===== src/rtl/stack_pkg.sv =====
// Shared types and defaults for the stack arbitration front-end.
package stack_pkg;

  localparam int DEF_WIDTH = 16;
  localparam int DEF_DEPTH = 64;
  localparam int DEF_CNT_W = 7;

  localparam logic OP_PUSH = 1'b0;
  localparam logic OP_POP  = 1'b1;

  typedef enum logic [2:0] {
    IDLE,
    EXEC,
    CAP,
    RESP,
    FLUSH
  } state_t;

endpackage


===== src/rtl/rr_arb2.sv =====
// Two-input round-robin arbiter. grant_next is the combinational pick for
// the current requests; grant is the last accepted winner, which doubles as
// the "current owner" while an operation is in flight.
module rr_arb2 (
  input  logic       clock,
  input  logic       reset,
  input  logic [1:0] req,
  input  logic       accept,
  output logic [1:0] grant_next,
  output logic [1:0] grant
);

  logic [1:0] grant_reg;

  // Lone requester wins outright; on a tie the side not granted last wins.
  always_comb begin
    grant_next = req;
    if (req == 2'b11) begin
      grant_next = grant_reg[0] ? 2'b10 : 2'b01;
    end
  end

  // Last-grant register; reset value points at requester 1 so requester 0
  // wins the first tie.
  always_ff @(posedge clock) begin
    if (reset) begin
      grant_reg <= 2'b10;
    end else if (accept && (req != 2'b00)) begin
      grant_reg <= grant_next;
    end
  end

  assign grant = grant_reg;

endmodule


===== src/rtl/stack_arbiter.sv =====
// Arbitration and sequencing front-end for the shared hardware stack port.
// Tracks occupancy itself, rejects overflow/underflow without touching the
// stack, sequences flushes and captures pop data one cycle after the strobe.
module stack_arbiter
  import stack_pkg::*;
#(
  parameter int WIDTH = DEF_WIDTH,
  parameter int DEPTH = DEF_DEPTH,
  parameter int CNT_W = DEF_CNT_W
) (
  input  logic             clock,
  input  logic             reset,
  input  logic             req0,
  input  logic             req1,
  input  logic             op0,
  input  logic             op1,
  input  logic [WIDTH-1:0] wdata0,
  input  logic [WIDTH-1:0] wdata1,
  output logic             ack0,
  output logic             ack1,
  output logic             err0,
  output logic             err1,
  output logic [WIDTH-1:0] rdata0,
  output logic [WIDTH-1:0] rdata1,
  input  logic             flush,
  output logic             flush_done,
  output logic             busy,
  output logic [CNT_W-1:0] depth,
  output logic             stk_push,
  output logic             stk_pop,
  output logic [WIDTH-1:0] stk_din,
  input  logic [WIDTH-1:0] stk_dout,
  output logic             stk_reset
);

  state_t           state_reg;
  logic [CNT_W-1:0] depth_reg;
  logic             op_reg;
  logic [WIDTH-1:0] wdata_reg;
  logic             push_reg;
  logic             pop_reg;
  logic             flush_done_reg;
  logic [1:0]       ack_reg;
  logic [1:0]       err_reg;
  logic [WIDTH-1:0] rdata0_reg;
  logic [WIDTH-1:0] rdata1_reg;

  logic [1:0]       grant_next;
  logic [1:0]       grant;
  logic             any_req;
  logic             accept;
  logic             win_op;
  logic [WIDTH-1:0] win_wdata;
  logic             win_legal;

  assign any_req = req0 | req1;
  assign accept  = (state_reg == IDLE) && !flush && any_req;

  rr_arb2 u_arb (
    .clock      (clock),
    .reset      (reset),
    .req        ({req1, req0}),
    .accept     (accept),
    .grant_next (grant_next),
    .grant      (grant)
  );

  // Winner's operation and legality against the authoritative depth count.
  always_comb begin
    win_op    = grant_next[1] ? op1 : op0;
    win_wdata = grant_next[1] ? wdata1 : wdata0;
    if (win_op == OP_PUSH) begin
      win_legal = (depth_reg < CNT_W'(DEPTH));
    end else begin
      win_legal = (depth_reg != '0);
    end
  end

  // Sequencing FSM with all responses and strobes registered.
  always_ff @(posedge clock) begin
    if (reset) begin
      state_reg      <= IDLE;
      depth_reg      <= '0;
      op_reg         <= OP_PUSH;
      wdata_reg      <= '0;
      push_reg       <= 1'b0;
      pop_reg        <= 1'b0;
      flush_done_reg <= 1'b0;
      ack_reg        <= 2'b00;
      err_reg        <= 2'b00;
      rdata0_reg     <= '0;
      rdata1_reg     <= '0;
    end else begin
      case (state_reg)
        IDLE: begin
          if (flush) begin
            state_reg      <= FLUSH;
            flush_done_reg <= 1'b1;
          end else if (any_req) begin
            op_reg    <= win_op;
            wdata_reg <= win_wdata;
            if (win_legal) begin
              state_reg <= EXEC;
              push_reg  <= (win_op == OP_PUSH);
              pop_reg   <= (win_op == OP_POP);
            end else begin
              // Rejected: answer straight away, stack left untouched.
              state_reg <= RESP;
              ack_reg   <= grant_next;
              err_reg   <= grant_next;
            end
          end
        end
        EXEC: begin
          push_reg <= 1'b0;
          pop_reg  <= 1'b0;
          if (op_reg == OP_PUSH) begin
            depth_reg <= depth_reg + 1'b1;
            ack_reg   <= grant;
            state_reg <= RESP;
          end else begin
            depth_reg <= depth_reg - 1'b1;
            state_reg <= CAP;
          end
        end
        CAP: begin
          if (grant[1]) begin
            rdata1_reg <= stk_dout;
          end else begin
            rdata0_reg <= stk_dout;
          end
          ack_reg   <= grant;
          state_reg <= RESP;
        end
        RESP: begin
          ack_reg    <= 2'b00;
          err_reg    <= 2'b00;
          rdata0_reg <= '0;
          rdata1_reg <= '0;
          state_reg  <= IDLE;
        end
        FLUSH: begin
          flush_done_reg <= 1'b0;
          depth_reg      <= '0;
          state_reg      <= IDLE;
        end
        default: state_reg <= IDLE;
      endcase
    end
  end

  assign ack0       = ack_reg[0];
  assign ack1       = ack_reg[1];
  assign err0       = err_reg[0];
  assign err1       = err_reg[1];
  assign rdata0     = rdata0_reg;
  assign rdata1     = rdata1_reg;
  assign flush_done = flush_done_reg;
  assign busy       = (state_reg != IDLE);
  assign depth      = depth_reg;
  assign stk_push   = push_reg;
  assign stk_pop    = pop_reg;
  assign stk_din    = wdata_reg;
  assign stk_reset  = reset | (state_reg == FLUSH);

endmodule


===== config.mk =====
export PLATFORM = sky130hd
export DESIGN_NAME = stack_arbiter
export DESIGN_NICKNAME = d
export VERILOG_FILES = /design/src/rtl/stack_pkg.sv /design/src/rtl/rr_arb2.sv /design/src/rtl/stack_arbiter.sv
export SDC_FILE = /design/constraint.sdc
export NUM_CORES = 1
export LEC_CHECK = 0
export ABC_AREA = 1
export ABC_CLOCK_PERIOD_IN_PS = 2180
export CAP_MARGIN = 0
export CORE_MARGIN = 2
export CORE_UTILIZATION = 46
export CTS_BUF_LIST = sky130_fd_sc_hd__clkbuf_2
export CTS_CLUSTER_SIZE = 8
export DETAILED_ROUTE_END_ITERATION = 10
export PLACE_DENSITY = 0.89
export SETUP_SLACK_MARGIN = 0.3
export SLEW_MARGIN = 0
export SYNTH_ARGS = -nofsm -noshare
export SYNTH_HDL_FRONTEND = slang
export SYNTH_HIERARCHICAL = 1
export SYNTH_SLANG_ARGS = --single-unit

===== constraint.sdc =====
create_clock -name clock -period 2.18 [get_ports clock]
set_clock_uncertainty 0.2 [all_clocks]
set_input_delay 0.327 -clock clock [delete_from_list [all_inputs] [get_ports clock]]
set_output_delay 0.327 -clock clock [all_outputs]
set_load 0.005 [all_outputs]

==> impl_table.tex, run 1 <==
\begin{tabular}{lr}
\hline
Metric & Value \\
\hline
\multicolumn{2}{l}{\textbf{Place}} \\
Post-placement setup slack & -0.00374 ns \\
Weighted congestion at the end of routability-driven global placement & about 0.85 \\
Number of port buffers & 118 \\
Post-detail-place hpwl & roughly 6.5 mm \\
\multicolumn{2}{l}{\textbf{Pwr}} \\
Overall power of the completed layout & 4.21 mW \\
Proportion of total power due to net switching & between 30\% and 40\% \\
Static leakage & $\sim$2.4 nW \\
Power density over the cells & 869 nW/um\^{}2 \\
Internal cell power & 2.65 mW \\
Relative contribution of combinational cells to total power & 41.0\% \\
Net switching power & roughly 1.6 mW \\
Clock power share & about a fifth \\
IR Drop Worst-Case VDD & around 0.0005 V \\
Proportion of power drawn by flip-flops and latches & 39.2\% \\
\multicolumn{2}{l}{\textbf{Global routing}} \\
Antenna violations before repair & 0 \\
First-pass GRT wire length & 15.0 mm \\
Maximum number of pins on one net before global-route repair & 43 \\
Total overflow reported by the global router & 0 \\
Via count of the first global-routing pass & 3,466 \\
Overall track demand over capacity in global routing & about a quarter \\
\multicolumn{2}{l}{\textbf{Synthesis}} \\
Gate Count Post-Synth & 450 \\
Leading area contributor after synthesis & sky130\_fd\_sc\_hd\_\_dfxtp\_1 \\
Synthesized area per cell & 7.15 um\^{}2 \\
Total of warnings raised by yosys & 6 \\
Register area share after synthesis & between 40\% and 50\% \\
Prevailing post-synth register cell & sky130\_fd\_sc\_hd\_\_dfxtp\_1 \\
Number of distinct library cells after synthesis & 35 \\
Number of synthesized flops with an enable pin & 0 \\
Fraction of post-synthesis cell area in the top cell type by area & 42.3\% \\
Cell area after synthesis & approximately 3200 um\^{}2 \\
Post-synthesis sequential element count & 68 \\
FFs w/ async S/R, synth & 0\% \\
Ranking of synthesized cells by area & sky130\_fd\_sc\_hd\_\_dfxtp\_1 42\%, sky130\_fd\_sc\_hd\_\_nand2\_1 16\%, sky130\_fd\_sc\_hd\_\_a21oi\_1 7.5\% \\
Post-synthesis net count & roughly 500 \\
\multicolumn{2}{l}{\textbf{Floorplanning}} \\
Count of boundary I/O pins & approximately 120 \\
Die span in x & 87.6 um \\
Area of the die & a little under 8000 um\^{}2 \\
Row count & 30 \\
Core Area & around 6800 um\^{}2 \\
Starting density of the core & a little under half \\
Vert. Die Dim & 87.6 um \\
\multicolumn{2}{l}{\textbf{Setup path}} \\
Most frequent cell on the critical path & sky130\_fd\_sc\_hd\_\_nand2\_2 \\
CP cell instances & buf\_6 -> nor2\_4 -> nand2\_2 -> nand2\_2 -> buf\_2 \\
Crit path kind & flop to primary output \\
Required time of the critical path & 1.65 ns \\
Maximum fanout count along the critical path & 3 \\
Largest stage delay on the critical path & 0.37 ns \\
WP data arrival & 1.32 ns \\
Cell at the slowest stage of the critical path & sky130\_fd\_sc\_hd\_\_dfxtp\_2 \\
Critical Path Source Type & flop \\
Critical Path Sink Type & primary output \\
\multicolumn{2}{l}{\textbf{Final layout}} \\
Antenna diode instance count & 0 \\
Ratio of cells with drive above 1 in the final layout & between 20\% and 30\% \\
Layout Nets & 656 \\
Commonest cells after routing, fill and taps aside & 137 x sky130\_fd\_sc\_hd\_\_nand2\_1, 63 x sky130\_fd\_sc\_hd\_\_dfxtp\_2, 62 x sky130\_fd\_sc\_hd\_\_dlygate4sd2\_1, 54 x sky130\_fd\_sc\_hd\_\_clkdlybuf4s50\_1, 47 x sky130\_fd\_sc\_hd\_\_a21oi\_1 \\
Filler Cell Count & 560 \\
Area growth from synthesis to final layout & 50.6\% \\
Most common cell after layout, fill and taps aside & sky130\_fd\_sc\_hd\_\_nand2\_1 \\
\multicolumn{2}{l}{\textbf{STA}} \\
Final setup violating endpoints & 0 \\
Transition time at the pin with the least slew margin & around 0.44 ns \\
Final count of hold timing violations & 0 \\
Setup Total Neg Slack & 0 ns \\
Max-slew headroom & 70.9\% \\
Final cycle utilization of the critical path & 84.6\% \\
Highest clock rate & $\sim$0.54 GHz \\
RSZ-0062 raised after global routing & yes \\
Time the worst path needs with I/O delays and setup & around 1.8 ns \\
Count of final max-slew check failures & 0 \\
PnR worst setup slack & about 0.34 ns \\
\multicolumn{2}{l}{\textbf{Clock network}} \\
Number of sinks driven by the clock tree & just under 70 \\
Deepest clock path buffer count & 2 \\
Clock root cell & sky130\_fd\_sc\_hd\_\_clkbuf\_2 \\
Number of buffers created by CTS & 9 \\
Skew-Pair Late Insertion Delay & about 0.5 ns \\
H-tree level count & 3 \\
Clock slew seen by the registers of the worst setup and hold paths & between 0.15 and 0.2 ns \\
TritonCTS clock tree & done \\
Number of hold-repair buffers added at the cts stage & 0 \\
\multicolumn{2}{l}{\textbf{Routing}} \\
DRC violations left & 0 \\
Final ANT Viol Nets & 0 \\
First-pass iteration count of the detailed router & 5 \\
DR iter-0 viols & around 210 \\
Post-Route WL & between 9 and 10 mm \\
Via count of the routed design & $\sim$3,500 \\
Vias per Instance & approximately 5 \\
Routed wirelength normalized by instance count & about 13 um \\
\multicolumn{2}{l}{\textbf{Flow run}} \\
Maxcap violations & 0 \\
\multicolumn{2}{l}{\textbf{Outcome}} \\
Status & completed \\
\multicolumn{2}{l}{\textbf{Hold path}} \\
Path category of the worst min-delay check & input port to flop \\
\hline
\end{tabular}
==> final timing paths <==
| check | from | endpoint | slack, ns | cells past startpoint |
|---|---|---|---|---|
| setup / recovery | state_reg[1]$_SDFFE_PP0P_ | stk_reset | 0.34 | 5 |
| setup reg to reg | depth[3]$_SDFFE_PP0P_ | depth[6]$_SDFFE_PP0P_ | 0.34 | 8 |
| hold reg to reg | rdata0[15]$_SDFFE_PP0P_ | rdata0[15]$_SDFFE_PP0P_ | 0.27 | 2 |
| hold / removal | wdata0[4] | stk_din[4]$_SDFFE_PP0P_ | 0.16 | 3 |
==> area by class of cell <==
type / instances / area (um^2) / area share [%]
multi-input combinational: 312 / 1570 / 32.3
clock buffer: 9 / 45.0 / 0.929
clock inverter: 7 / 90.1 / 1.86
inverter: 50 / 193 / 3.98
sequential: 68 / 1450 / 29.9
timing repair buffer: 154 / 1380 / 28.5
tap: 96 / 120 / 2.48
==> layer usage <==
layer  up-vias  share of wire (%)  GRT usage (%)
li1       1742                  -              -
met1      1582                 39           25.2
met2       154                 51           46.1
met3        18                8.4           7.63
met4         0                2.0           9.93
met5         -                  0              0
==> worst max-delay path: cells and delay by family, from the launching register on <==
family                 cells  cell delay (ns)
DFF                        1             0.37
buffers and inverters      2             0.24
and+or+nand+nor            3             0.22
==> Yosys cell counts (all sizes together), types with 2 or more instances <==
library cell and instances:
nand2 144, dfxtp 68, inv 50, a21oi 49, nor2 45, o21ai 25
a31oi 17, buf 11, nand3 11, clkbuf 9, nand4 6, ha 5
nor3 2
==> timing repair <==
item                       CTS  global route
pin swaps                    2             4
gates resized for setup    136            16
hold endpoints to repair     0             0
setup buffers               17             8
setup endpoints to repair   66            18
==> cell families (layout without fill, tap and decap cells) <==
kind of cell,Yosys count,count (layout),synth area share (%)
flops,68,68,42.3
simple gates,210,210,28.9
fa+ha+maj,6,6,2.57
buf+inv,70,220,10.1
xor+xnor,1,1,0.272
compound gates,95,95,15.9
==> power by group through the flow <==
stage	clock network (mW)	registers, mW	logic (mW)
floorplan	0	1.63	0.909
global placement	0	1.64	1.57
detailed placement	0	1.64	1.64
CTS	0.846	1.64	1.61
global route	0.907	1.68	1.91
finish	0.836	1.65	1.73
==> per-stage QoR <==
step	hold slack [ns]	instances	util (%)	instance area (um^2)
4_1_cts	0.156	688	69.9	4750
2_1_floorplan	0.246	450	-	3220
3_5_place_dp	0.252	655	65.9	4480
3_3_place_gp	0.248	655	65.9	4480
6_report	0.164	696	71.3	4850
5_1_grt	0.147	696	71.3	4850
(Power assumes the default switching activity.)
==> inputs of run 2 (changes only) <==
--- a/config.mk
+++ b/config.mk
@@ -6,14 +6,14 @@
 export NUM_CORES = 1
 export LEC_CHECK = 0
 export ABC_AREA = 1
-export ABC_CLOCK_PERIOD_IN_PS = 2180
+export ABC_CLOCK_PERIOD_IN_PS = 1600
 export CAP_MARGIN = 0
 export CORE_MARGIN = 2
-export CORE_UTILIZATION = 46
+export CORE_UTILIZATION = 41
 export CTS_BUF_LIST = sky130_fd_sc_hd__clkbuf_2
 export CTS_CLUSTER_SIZE = 8
 export DETAILED_ROUTE_END_ITERATION = 10
-export PLACE_DENSITY = 0.89
+export PLACE_DENSITY = 0.84
 export SETUP_SLACK_MARGIN = 0.3
 export SLEW_MARGIN = 0
 export SYNTH_ARGS = -nofsm -noshare
==> constraint.sdc (replaced) <==
create_clock -name clock -period 1.6 [get_ports clock]
set_clock_uncertainty 0.2 [all_clocks]
set_input_delay 0.24 -clock clock [delete_from_list [all_inputs] [get_ports clock]]
set_output_delay 0.24 -clock clock [all_outputs]
set_load 0.005 [all_outputs]
==> run 2 against run 1 <==
  * The run now ends with negative setup slack left
  * Utilization is 14 points higher
  * Cell area grew 34%
  * Critical endpoint is now stk_push$_SDFFE_PP0P_
  * First-iteration DRC count rose by 74%
  * Count of clock-buffer cells in the layout is the same
==> impl_table.tex, run 2 (synthesized netlist as in run 1, its figures left out) <==
\begin{tabular}{lr}
\hline
Metric & Value \\
\hline
\multicolumn{2}{l}{\textbf{Setup path}} \\
Maximum fanout count along the critical path & 7 \\
Cell type group with the largest total delay on the critical path & buffers and inverters \\
WP data arrival & approximately 2.3 ns \\
CP cell instances & buf\_6 -> buf\_6 -> buf\_6 -> buf\_6 -> nand3\_4 -> buf\_8 -> clkinvlp\_4 -> nor2\_2 -> nor2\_1 -> nor2\_1 \\
Critical Path Source Type & flop \\
Required time of the critical path & 1.89 ns \\
Combined buffer and inverter count along the critical path & 6 \\
Largest stage delay on the critical path & slightly above 0.4 ns \\
Cell at the slowest stage of the critical path & sky130\_fd\_sc\_hd\_\_dfxtp\_4 \\
Crit path kind & flop to flop \\
Critical Path Sink Type & flop \\
Most frequent cell on the critical path & sky130\_fd\_sc\_hd\_\_buf\_6 \\
\multicolumn{2}{l}{\textbf{STA}} \\
Final count of hold timing violations & 0 \\
Count of final max-slew check failures & 0 \\
RSZ-0062 raised after global routing & yes \\
Highest clock rate & 0.504 GHz \\
Final cycle utilization of the critical path & 124\% \\
Max-slew headroom & 70.2\% \\
Final setup violating endpoints & 70 \\
Transition time at the pin with the least slew margin & 0.445 ns \\
PnR worst setup slack & -0.385 ns \\
Time the worst path needs with I/O delays and setup & between 1.5 and 2 ns \\
\multicolumn{2}{l}{\textbf{Floorplanning}} \\
Row count & 32 \\
Area of the die & roughly 8600 um\^{}2 \\
Starting density of the core & a little over two fifths \\
Count of boundary I/O pins & $\sim$120 \\
Die span in x & just over 90 um \\
Vert. Die Dim & between 90 and 100 um \\
Core Area & 7650 um\^{}2 \\
\multicolumn{2}{l}{\textbf{Pwr}} \\
Proportion of power drawn by flip-flops and latches & 27.3\% \\
Power density over the cells & 1310 nW/um\^{}2 \\
Proportion of total power due to net switching & roughly two fifths \\
Clock power share & $\sim$15\% \\
Overall power of the completed layout & around 8.5 mW \\
Net switching power & 3.38 mW \\
Internal cell power & just over 5 mW \\
Static leakage & around 2.9 nW \\
IR Drop Worst-Case VDD & 0.000718 V \\
Relative contribution of combinational cells to total power & 57.7\% \\
\multicolumn{2}{l}{\textbf{Final layout}} \\
Filler Cell Count & about 360 \\
Ratio of cells with drive above 1 in the final layout & about three fifths \\
Multi-input combinational cell area & 2060 um\^{}2 \\
Commonest cells after routing, fill and taps aside & 111 x sky130\_fd\_sc\_hd\_\_nand2\_1, 81 x sky130\_fd\_sc\_hd\_\_buf\_4, 79 x sky130\_fd\_sc\_hd\_\_buf\_6, 58 x sky130\_fd\_sc\_hd\_\_dfxtp\_2, 54 x sky130\_fd\_sc\_hd\_\_clkdlybuf4s50\_1 \\
Most common cell after layout, fill and taps aside & sky130\_fd\_sc\_hd\_\_nand2\_1 \\
Area growth from synthesis to final layout & 103\% \\
Seq. cell area & about 1500 um\^{}2 \\
Antenna diode instance count & 0 \\
Final instance area & between 6000 and 7000 um\^{}2 \\
Layout Nets & 760 \\
\multicolumn{2}{l}{\textbf{Flow run}} \\
Maxcap violations & 0 \\
\multicolumn{2}{l}{\textbf{Routing}} \\
DRC violations left & 0 \\
Post-Route WL & 15.8 mm \\
Routed wirelength normalized by instance count & roughly 20 um \\
Via count of the routed design & $\sim$4,500 \\
First-pass iteration count of the detailed router & 7 \\
Vias per Instance & 5.60 \\
DR iter-0 viols & 370 \\
Final ANT Viol Nets & 0 \\
\multicolumn{2}{l}{\textbf{Outcome}} \\
Violations in the final reports & negative setup slack \\
Status & complete, but fails checks \\
\multicolumn{2}{l}{\textbf{Clock network}} \\
Deepest clock path buffer count & 2 \\
H-tree level count & 3 \\
TritonCTS clock tree & done \\
Number of hold-repair buffers added at the cts stage & 0 \\
Number of sinks driven by the clock tree & approximately 70 \\
Skew-Pair Late Insertion Delay & around 0.56 ns \\
Clock root cell & sky130\_fd\_sc\_hd\_\_clkbuf\_2 \\
Clock slew seen by the registers of the worst setup and hold paths & about 0.25 ns \\
Number of buffers created by CTS & 9 \\
\multicolumn{2}{l}{\textbf{Global routing}} \\
Maximum number of pins on one net before global-route repair & 28 \\
First-pass GRT wire length & 19.3 mm \\
Overall track demand over capacity in global routing & between 20\% and 30\% \\
Via count of the first global-routing pass & a little over 4,000 \\
Total overflow reported by the global router & 0 \\
Antenna violations before repair & 0 \\
\multicolumn{2}{l}{\textbf{Hold path}} \\
Path category of the worst min-delay check & input port to flop \\
\multicolumn{2}{l}{\textbf{Place}} \\
Number of port buffers & 118 \\
Post-detail-place hpwl & between 6 and 7 mm \\
Cell area reported after detailed placement & $\sim$4700 um\^{}2 \\
Weighted congestion at the end of routability-driven global placement & 0.844 \\
\hline
\end{tabular}
==> run 2: cell count changes in the layout (fill, tap and decap cells not counted), sizes merged <==
cell,change
clkbuf,-1
buf,+166
clkinvlp,+2
inv,-1
dlygate4sd2,-62
nor2,+1
clkinv,-1
==> run 2: path summary, 6_finish.rpt <==
path                             start                       end  slack, ns  cells past startpoint
max          state_reg[0]$_SDFFE_PP0P_     stk_push$_SDFFE_PP0P_      -0.38                     10
min                         wdata1[12]  stk_din[12]$_SDFFE_PP0P_      0.003                      3
max reg2reg  state_reg[0]$_SDFFE_PP0P_     stk_push$_SDFFE_PP0P_      -0.38                     10
min reg2reg    rdata0[15]$_SDFFE_PP0P_   rdata0[15]$_SDFFE_PP0P_       0.26                      2
==> run 2: metrics by stage <==
| step | instances | util, % | TNS, ns | hold slack (ns) | setup slack [ns] |
|---|---|---|---|---|---|
| floorplan | 450 | - | 0 | 0.159 | 0.0144 |
| global placement | 676 | 61.7 | -9.23 | 0.248 | -0.369 |
| detailed placement | 676 | 61.7 | -10.43 | 0.253 | -0.474 |
| CTS | 761 | 76.0 | -9.62 | 0.0141 | -0.258 |
| global route | 806 | 85.2 | -20.41 | 0.0121 | -0.432 |
| finish | 806 | 85.2 | -17.50 | 0.00298 | -0.385 |
==> run 2: power by group through the flow <==
stage	clock, mW	combinational [mW]	sequential, mW
detailed placement	0	2.43	2.27
global placement	0	2.35	2.26
CTS	1.24	3.80	2.28
finish	1.27	4.91	2.33
floorplan	0	1.34	2.25
global route	1.35	5.09	2.34
==> run 2: what timing repair did <==
action | CTS | global route
buffers inserted | 61 | 45
gates cloned | 8 | 0
resized for setup | 466 | 90
setup endpoints to repair | 130 | 132
pin swaps | 53 | 32
==> run 2: layer usage <==
| layer | global-route usage (%) | wire length [um] |
|---|---|---|
| met4 | 14.1 | 922 |
| met1 | 29.0 | 5330 |
| met2 | 52.6 | 8180 |
| met3 | 9.11 | 1410 |
| met5 | 0 | 0 |
==> run 2: cell type report <==
type / instances / area share (%)
sequential: 68 / 22.5
clock inverter: 7 / 1.50
clock buffer: 9 / 0.691
tap: 102 / 1.96
inverter: 50 / 3.34
timing repair buffer: 257 / 38.4
multi-input combinational: 313 / 31.6
==> run 2: tightest hold or removal path: stages <==
cell and delay (ns):
sky130_fd_sc_hd__clkdlybuf4s50_1 0.39, sky130_fd_sc_hd__nand2_1 0.06, sky130_fd_sc_hd__a31oi_1 0.08
